<file path="src/rtl/seq_alu_pkg.sv">
// Shared opcode constants, FSM state type and small helpers for seq_alu.
package seq_alu_pkg;

   localparam logic [3:0] OP_ADD = 4'b0000;
   localparam logic [3:0] OP_SUB = 4'b0001;
   localparam logic [3:0] OP_MUL = 4'b0010;
   localparam logic [3:0] OP_DIV = 4'b0011;
   localparam logic [3:0] OP_AND = 4'b1000;
   localparam logic [3:0] OP_OR  = 4'b1001;
   localparam logic [3:0] OP_XOR = 4'b1010;

   typedef enum logic [1:0] {
      IDLE = 2'd0,
      BUSY = 2'd1,
      DONE = 2'd2
   } state_t;

   // True when the opcode needs the iterative unit (MUL, or DIV with a non-zero divisor).
   function automatic logic needs_iter(input logic [3:0] op, input logic divisor_zero);
      logic iter;
      iter = 1'b0;
      case (op)
         OP_MUL:  iter = 1'b1;
         OP_DIV:  iter = ~divisor_zero;
         default: iter = 1'b0;
      endcase
      return iter;
   endfunction

endpackage

</file>
<file path="src/rtl/seq_alu_muldiv.sv">
// Iterative unsigned multiply (shift-add) and divide (restoring), one bit per cycle.
// res_lo/res_hi present the register contents after the step being taken this cycle,
// so the caller can capture the final result on the same edge that done is high.
module seq_alu_muldiv
   import seq_alu_pkg::*;
#(
   parameter int WIDTH = 64
) (
   input  logic             clk,
   input  logic             rst_n,
   input  logic             start,
   input  logic             is_div,
   input  logic [WIDTH-1:0] op_a,
   input  logic [WIDTH-1:0] op_b,
   output logic             done,
   output logic [WIDTH-1:0] res_lo,
   output logic [WIDTH-1:0] res_hi
);

   localparam int CNT_W = $clog2(WIDTH);
   localparam logic [CNT_W-1:0] LAST_STEP = CNT_W'(WIDTH - 1);

   logic             busy_r;
   logic             is_div_r;
   logic [CNT_W-1:0] cnt_r;
   logic [WIDTH-1:0] hi_r;
   logic [WIDTH-1:0] lo_r;
   logic [WIDTH-1:0] opnd_r;

   logic [WIDTH:0]   mul_sum_s;
   logic [WIDTH:0]   div_sh_s;
   logic [WIDTH:0]   div_diff_s;
   logic [WIDTH-1:0] hi_nxt_s;
   logic [WIDTH-1:0] lo_nxt_s;
   logic             done_s;

   // One step of the datapath: shift-add for MUL, shift-and-trial-subtract for DIV.
   always_comb begin
      mul_sum_s  = {1'b0, hi_r} + {1'b0, opnd_r};
      div_sh_s   = {hi_r, lo_r[WIDTH-1]};
      div_diff_s = div_sh_s - {1'b0, opnd_r};
      hi_nxt_s   = hi_r;
      lo_nxt_s   = lo_r;
      if (is_div_r) begin
         // A clear top bit means the shifted remainder was >= divisor.
         if (!div_diff_s[WIDTH]) begin
            hi_nxt_s = div_diff_s[WIDTH-1:0];
            lo_nxt_s = {lo_r[WIDTH-2:0], 1'b1};
         end else begin
            hi_nxt_s = div_sh_s[WIDTH-1:0];
            lo_nxt_s = {lo_r[WIDTH-2:0], 1'b0};
         end
      end else begin
         // Multiplier sits in lo_r and is consumed LSB first as the product shifts in.
         if (lo_r[0]) begin
            {hi_nxt_s, lo_nxt_s} = {mul_sum_s, lo_r[WIDTH-1:1]};
         end else begin
            {hi_nxt_s, lo_nxt_s} = {1'b0, hi_r, lo_r[WIDTH-1:1]};
         end
      end
   end

   // Last step is the one taken while the counter reads WIDTH-1.
   always_comb begin
      done_s = busy_r & (cnt_r == LAST_STEP);
   end

   assign done   = done_s;
   assign res_lo = lo_nxt_s;
   assign res_hi = hi_nxt_s;

   // Load operands on start, then advance one step per cycle until the last step.
   always_ff @(posedge clk or negedge rst_n) begin
      if (!rst_n) begin
         busy_r   <= 1'b0;
         is_div_r <= 1'b0;
         cnt_r    <= {CNT_W{1'b0}};
         hi_r     <= {WIDTH{1'b0}};
         lo_r     <= {WIDTH{1'b0}};
         opnd_r   <= {WIDTH{1'b0}};
      end else if (start) begin
         busy_r   <= 1'b1;
         is_div_r <= is_div;
         cnt_r    <= {CNT_W{1'b0}};
         hi_r     <= {WIDTH{1'b0}};
         lo_r     <= is_div ? op_a : op_b;
         opnd_r   <= is_div ? op_b : op_a;
      end else if (busy_r) begin
         hi_r <= hi_nxt_s;
         lo_r <= lo_nxt_s;
         if (done_s) begin
            busy_r <= 1'b0;
            cnt_r  <= {CNT_W{1'b0}};
         end else begin
            cnt_r  <= cnt_r + CNT_W'(1);
         end
      end
   end

endmodule

</file>
<file path="src/rtl/seq_alu.sv">
// Handshaked sequential ALU: single-cycle add/sub/logic, iterative mul/div.
// Holds one operation at a time; in_ready stays low until the result is taken.
module seq_alu
   import seq_alu_pkg::*;
#(
   parameter int WIDTH = 64
) (
   input  logic             clk,
   input  logic             rst_n,
   input  logic             in_valid,
   output logic             in_ready,
   input  logic [3:0]       operation,
   input  logic [WIDTH-1:0] firstInput,
   input  logic [WIDTH-1:0] secondInput,
   output logic             out_valid,
   input  logic             out_ready,
   output logic [WIDTH-1:0] ALU_Out,
   output logic [WIDTH-1:0] ALU_OutHi,
   output logic             CarryOut,
   output logic             ZeroOut,
   output logic             DivByZero
);

   state_t           state_r;
   state_t           state_nxt_s;
   logic             ready_r;
   logic             out_valid_r;
   logic [WIDTH-1:0] lo_r;
   logic [WIDTH-1:0] hi_r;
   logic             carry_r;
   logic             zero_r;
   logic             dbz_r;

   logic             accept_s;
   logic             iter_s;
   logic             start_s;
   logic             load_single_s;
   logic             load_iter_s;

   logic [WIDTH:0]   sum_s;
   logic [WIDTH:0]   diff_s;
   logic [WIDTH-1:0] sc_lo_s;
   logic [WIDTH-1:0] sc_hi_s;
   logic             sc_carry_s;
   logic             sc_dbz_s;

   logic             md_done_s;
   logic [WIDTH-1:0] md_lo_s;
   logic [WIDTH-1:0] md_hi_s;

   // Single-cycle datapath, evaluated on the operands presented at acceptance.
   always_comb begin
      sum_s      = {1'b0, firstInput} + {1'b0, secondInput};
      diff_s     = {1'b0, firstInput} - {1'b0, secondInput};
      sc_lo_s    = sum_s[WIDTH-1:0];
      sc_hi_s    = {WIDTH{1'b0}};
      sc_carry_s = 1'b0;
      sc_dbz_s   = 1'b0;
      case (operation)
         OP_ADD: begin
            sc_lo_s    = sum_s[WIDTH-1:0];
            sc_carry_s = sum_s[WIDTH];
         end
         OP_SUB: begin
            sc_lo_s    = diff_s[WIDTH-1:0];
            sc_carry_s = ~diff_s[WIDTH];
         end
         OP_DIV: begin
            // Only reaches the output registers when the divisor is zero.
            sc_lo_s  = {WIDTH{1'b1}};
            sc_hi_s  = firstInput;
            sc_dbz_s = 1'b1;
         end
         OP_AND: sc_lo_s = firstInput & secondInput;
         OP_OR:  sc_lo_s = firstInput | secondInput;
         OP_XOR: sc_lo_s = firstInput ^ secondInput;
         default: begin
            // Unlisted opcodes (MUL never lands here as a single-cycle op) behave as ADD.
            sc_lo_s    = sum_s[WIDTH-1:0];
            sc_carry_s = sum_s[WIDTH];
         end
      endcase
   end

   // Handshake FSM next-state and strobes.
   always_comb begin
      state_nxt_s   = state_r;
      accept_s      = in_valid & ready_r;
      iter_s        = needs_iter(operation, secondInput == {WIDTH{1'b0}});
      start_s       = 1'b0;
      load_single_s = 1'b0;
      load_iter_s   = 1'b0;
      case (state_r)
         IDLE: begin
            if (accept_s) begin
               if (iter_s) begin
                  start_s     = 1'b1;
                  state_nxt_s = BUSY;
               end else begin
                  load_single_s = 1'b1;
                  state_nxt_s   = DONE;
               end
            end else begin
               state_nxt_s = IDLE;
            end
         end
         BUSY: begin
            if (md_done_s) begin
               load_iter_s = 1'b1;
               state_nxt_s = DONE;
            end else begin
               state_nxt_s = BUSY;
            end
         end
         DONE: begin
            if (out_ready) begin
               state_nxt_s = IDLE;
            end else begin
               state_nxt_s = DONE;
            end
         end
         default: state_nxt_s = IDLE;
      endcase
   end

   // State register plus registered handshake outputs derived from the next state.
   always_ff @(posedge clk or negedge rst_n) begin
      if (!rst_n) begin
         state_r     <= IDLE;
         ready_r     <= 1'b0;
         out_valid_r <= 1'b0;
      end else begin
         state_r     <= state_nxt_s;
         ready_r     <= (state_nxt_s == IDLE);
         out_valid_r <= (state_nxt_s == DONE);
      end
   end

   // Result and flag registers, captured together when an operation completes.
   always_ff @(posedge clk or negedge rst_n) begin
      if (!rst_n) begin
         lo_r    <= {WIDTH{1'b0}};
         hi_r    <= {WIDTH{1'b0}};
         carry_r <= 1'b0;
         zero_r  <= 1'b0;
         dbz_r   <= 1'b0;
      end else if (load_single_s) begin
         lo_r    <= sc_lo_s;
         hi_r    <= sc_hi_s;
         carry_r <= sc_carry_s;
         zero_r  <= (sc_lo_s == {WIDTH{1'b0}});
         dbz_r   <= sc_dbz_s;
      end else if (load_iter_s) begin
         lo_r    <= md_lo_s;
         hi_r    <= md_hi_s;
         carry_r <= 1'b0;
         zero_r  <= (md_lo_s == {WIDTH{1'b0}});
         dbz_r   <= 1'b0;
      end
   end

   seq_alu_muldiv #(
      .WIDTH (WIDTH)
   ) u_muldiv (
      .clk    (clk),
      .rst_n  (rst_n),
      .start  (start_s),
      .is_div (operation == OP_DIV),
      .op_a   (firstInput),
      .op_b   (secondInput),
      .done   (md_done_s),
      .res_lo (md_lo_s),
      .res_hi (md_hi_s)
   );

   assign in_ready  = ready_r;
   assign out_valid = out_valid_r;
   assign ALU_Out   = lo_r;
   assign ALU_OutHi = hi_r;
   assign CarryOut  = carry_r;
   assign ZeroOut   = zero_r;
   assign DivByZero = dbz_r;

endmodule

</file>
<file path="config.mk">
export PLATFORM = sky130hd
export DESIGN_NAME = seq_alu
export DESIGN_NICKNAME = d
export VERILOG_FILES = /design/src/rtl/seq_alu_pkg.sv /design/src/rtl/seq_alu_muldiv.sv /design/src/rtl/seq_alu.sv
export SDC_FILE = /design/constraint.sdc
export NUM_CORES = 2
export LEC_CHECK = 0
export CORE_AREA = 10 10 364 366
export CTS_CLUSTER_DIAMETER = 150
export DETAILED_ROUTE_END_ITERATION = 8
export DIE_AREA = 0 0 374 376
export PLACE_DENSITY = 0.5
export RECOVER_POWER = 50
export SYNTH_ARGS = -nofsm -noshare
export SYNTH_HDL_FRONTEND = slang
export SYNTH_SLANG_ARGS = --single-unit
</file>
<file path="constraint.sdc">
create_clock -name clk -period 5.3 [get_ports clk]
set_clock_uncertainty 0.1 [all_clocks]
set_input_delay 0.795 -clock clk [delete_from_list [all_inputs] [get_ports clk]]
set_output_delay 0.795 -clock clk [all_outputs]
set_load 0.01 [all_outputs]
</file>
==> impl_metrics.py <==
metrics = {
    "global_routing": {
        "vias_in_the_first_global_route": 41780,
        "grt_antenna_before_repair": 9,
        "grt-ovfl-total": 0,
        "grt_pass1_wl_um": 294400,
        "grt.total_usage": 0.2759,
        "grt_max_degree": 137,
    },
    "critical_path": {
        "crit_path_cell_trace": "clkdlybuf4s50_1, inv_1, ha_1, buf_4, buf_4, nor2b_1, nor2_1, o211ai_2, o2111ai_1, buf_4, a21oi_1, buf_4, o21ai_0, buf_4, a221oi_1, o22ai_2, nand3_1, nor4b_2, buf_4, nor4b_4, nand4_1, o41ai_2",
        "critical-path-top-cell-by-count": "sky130_fd_sc_hd__buf_4",
        "worst-path-max-fanout": 5,
        "max_stage_delay_ns": 0.51,
        "critical_path.endpoint_type": "flop",
        "arrival_ns": 5.70,
        "critical_path.reg2reg.startpoint": "u_muldiv.lo_r[63]$_DFFE_PN0P_",
        "critical_register_to_register_path_endpoint": "ZeroOut$_DFFE_PN0P_",
        "cp.required_ns": 5.74,
        "criticalPathCategory": "in -> reg",
        "crit_path_top_delay_cell": "sky130_fd_sc_hd__o2111ai_1",
        "timing.reg2reg.setup_slack_ns": 0.24,
        "timing.critical_path.depth": 22,
        "worstRegToRegCells": 21,
        "cp_top_family": "compound AO/OA/AOI/OAI gates",
        "worst-path-buf-inv": 8,
        "worstSetupStartpointType": "primary input",
    },
    "clock_tree": {
        "number_of_buffers_created_by_cts": 47,
        "ctsHtreeMaxLevel": 2,
        "clk_transition_reported_paths_ns": 0.07,
        "cts_tree": "built",
        "ctsLongestPathBuffers": 3,
        "ctsRootBufferMaster": "sky130_fd_sc_hd__clkbuf_16",
        "cts.sinks": 335,
        "clock_latency_ns": 0.66,
    },
    "synthesis": {
        "post_synth_inst_count": 5007,
        "synth.yosys.seq_area_share": 0.2254,
        "synth-xor-area-share": 0.03293,
        "ys_types": 100,
        "top_cells_by_area_in_the_synthesized_netlist": "sky130_fd_sc_hd__dfrtp_1, sky130_fd_sc_hd__ha_1, sky130_fd_sc_hd__a21oi_1",
        "synth_top_family_by_area": "compound AO/OA/AOI/OAI gates",
        "post_synth_simple_gate_area": 0.2032,
        "synth_ff_type": "sky130_fd_sc_hd__dfrtp_1",
        "synth-edff-count": 0,
        "synth_compound_area_frac": 0.3245,
        "post_synth_adder_cell_area": 0.1101,
        "async_sr_flop_fraction": 1.000,
        "post_synth_instance_area_mm2": 0.03719,
        "synth.largest_area_cell": "sky130_fd_sc_hd__dfrtp_1",
        "syn_nets": 5468,
        "ys_warn_count": 0,
        "postSynthRegisterBits": 335,
        "postSynthAreaPerCell_um2": 7.428,
        "yosys-mux-area-fraction": 0.03811,
        "synth_top_cell_area_share": 0.2254,
    },
    "timing": {
        "max-slew-margin-rel": -0.6600,
        "drv_slew": 244,
        "rsz0062_at_grt": "yes",
        "worst-slew-pin-transition_ns": 2.490,
        "finalCriticalPeriod_ns": 5.264,
        "timing.final.setup_violations": 0,
        "min_period_over_period": 0.9933,
        "final_hold_viol_count": 0,
        "max_freq_ghz": 0.1900,
    },
    "power_and_ir_drop": {
        "leakagePower_uw": 0.02316,
        "cell_pwr_density_mw_per_mm2": 578.5,
        "peakVddDrop_mv": 0.2781,
    },
    "cells_and_area": {
        "syn2layout_area_growth_pct": 34.19,
        "final_cell_mix": "sky130_fd_sc_hd__buf_4, sky130_fd_sc_hd__nand2_1, sky130_fd_sc_hd__a21oi_1, sky130_fd_sc_hd__nor2_1, sky130_fd_sc_hd__dfrtp_1",
        "fin_util": 0.3990,
        "layout.cell_area.non_filler_mm2": 0.04991,
        "share_of_final_layout_standard_cells_stronger_than_drive_strength_1": 0.1924,
        "layout.cells.non_filler": 7581,
        "final_common_cell": "sky130_fd_sc_hd__buf_4",
        "layout.nets": 6351,
    },
    "route": {
        "detail_route.wl_per_cell_um": 26.95,
        "drc": 0,
        "detailroute.via_count": 43940,
        "detailroute.wirelength.met3_um": 18120,
        "drtIter0Drc": 4628,
        "wl_met2_um": 83870,
        "drt.antenna.violating_nets": 0,
        "detail_route.wirelength_um": 204300,
        "maxUsedRoutingLayer": "met4",
        "drt_pre_antenna_iters": 6,
        "via_per_inst": 5.796,
        "route.layer.met1.wl_um": 93420,
    },
    "hold_path": {
        "hold_start": "DivByZero$_DFFE_PN0P_",
        "hold_end": "DivByZero$_DFFE_PN0P_",
        "min_path_cells": 1,
        "hp-class": "reg -> reg",
    },
    "run_status": {
        "violations": "max-capacitance violations, max-slew violations",
        "status": "complete, but fails checks",
    },
    "floorplanning": {
        "number_of_primary_i_o_pins": 269,
        "die_area_mm2": 0.1406,
        "vertical_extent_of_the_die_um": 376,
        "core_region_area_mm2": 0.1251,
        "initial_cell_density_of_the_core": 0.2973,
        "number_of_core_rows": 130,
        "die_width_um": 374,
    },
    "placement": {
        "dp.cells": 7484,
        "portBuffers": 268,
        "placedInstanceArea_mm2": 0.04786,
        "finalWeightedCongestion": 1.036,
        "detailedPlacementHpwl_um": 162600,
    },
    "job": {
        "drv_cap": 4,
    },
}
-- metal layers --
metal	vias up	global-route usage
met2	2020	0.4030
met4	0	0.1022
met3	303	0.05286
met5	-	0
li1	20200	-
met1	21410	0.3964
-- layout make-up --
cell class,count,area (µm²)
Fill cell,12970,75170
Multi-Input combinational cell,4030,26790
Timing Repair Buffer,1179,9883
Sequential cell,335,8394
Tap cell,1650,2064
Clock buffer,59,1271
Inverter,297,1115
Clock inverter,26,375.4
Antenna cell,5,12.51
-- cell usage after synthesis, drive strengths merged (21+ instances only) --
master	number
a31oi	109
nor2	455
nand3	65
a221o	48
o221ai	57
nand2	557
nor3	74
nor4	67
dfrtp	335
a21boi	21
o21bai	54
inv	296
a211oi	79
mux2i	118
xnor2	85
o21a	27
nor2b	83
nor3b	26
o31ai	52
xor2	54
o211ai	118
or2	21
o21ai	339
a21oi	466
clkbuf	293
a221oi	36
buf	52
nand2b	35
and3	58
a22oi	24
ha	321
a32oi	36
nand4	87
a21o	160
mux2	21
-- worst register-to-register path: cells and delay by family, from the launching register on --
kind | cells | cell delay, ns
buf+inv | 5 | 0.69
mux | 1 | 0.39
flops | 1 | 0.38
compound gates | 11 | 2.38
fa+ha+maj | 2 | 0.63
xor+xnor | 1 | 0.19
simple gates | 1 | 0.17
-- registers in the layout, summed over array words and instances, names as in the netlist --
| register | cells |
|---|---|
| ALU_OutHi | 64 |
| ALU_Out | 64 |
| u_muldiv.hi_r | 64 |
| u_muldiv.lo_r | 64 |
| u_muldiv.opnd_r | 64 |
| u_muldiv.cnt_r | 6 |
| state_r | 2 |
| CarryOut | 1 |
| DivByZero | 1 |
| ZeroOut | 1 |
| in_ready | 1 |
| out_valid | 1 |
| u_muldiv.busy_r | 1 |
| u_muldiv.is_div_r | 1 |
-- how the worst max path moves through the flow --
stage                    startpoint                   to  slack, ns
global route         firstInput[22]  ZeroOut$_DFFE_PN0P_      -0.04
floorplan            secondInput[8]  ZeroOut$_DFFE_PN0P_       0.79
CTS                   firstInput[0]  ZeroOut$_DFFE_PN0P_      -0.02
detailed placement  secondInput[14]  ZeroOut$_DFFE_PN0P_      -1.08
global placement    secondInput[14]  ZeroOut$_DFFE_PN0P_      -1.03
finish               secondInput[4]  ZeroOut$_DFFE_PN0P_       0.04
-- power breakdown --
group | switching [µW] | internal (µW)
sequential | 1470 | 3670
combinational | 11500 | 8670
clock | 1430 | 2090
total | 14400 | 14400
-- metrics by stage --
| step | total power, µW | setup slack (ns) | hold slack (ns) | setup TNS (ns) |
|---|---|---|---|---|
| floorplan | 17400 | 0.7894 | 0.3994 | 0 |
| global placement | 24630 | -1.029 | 0.3617 | -7.590 |
| detailed placement | 24730 | -1.079 | 0.3696 | -10.42 |
| CTS | 28430 | -0.01876 | 0.08978 | -0.01876 |
| global route | 31030 | -0.03709 | 0.3852 | -0.03709 |
| finish | 28870 | 0.03566 | 0.3734 | 0 |
-- logic make-up (layout without fill, tap and decap cells) --
group           after synthesis  count (layout)
mux                         139             139
flops                       335             335
fa+ha+maj                   325             325
other cells                   0               5
buf+inv                     642            1561
compound gates             1814            1814
simple gates               1613            1613
xor+xnor                    139             139
-- what timing repair did --
| action | in CTS | in global routing |
|---|---|---|
| pin swaps | 2 | 17 |
| gates cloned | 0 | 1 |
| setup buffers | 0 | 6 |
| gates resized for setup | 13 | 59 |
| hold buffers | 0 | 0 |
| endpoints found under the setup margin | 74 | 114 |
No activity file was read; power rests on OpenSTA's default activity.
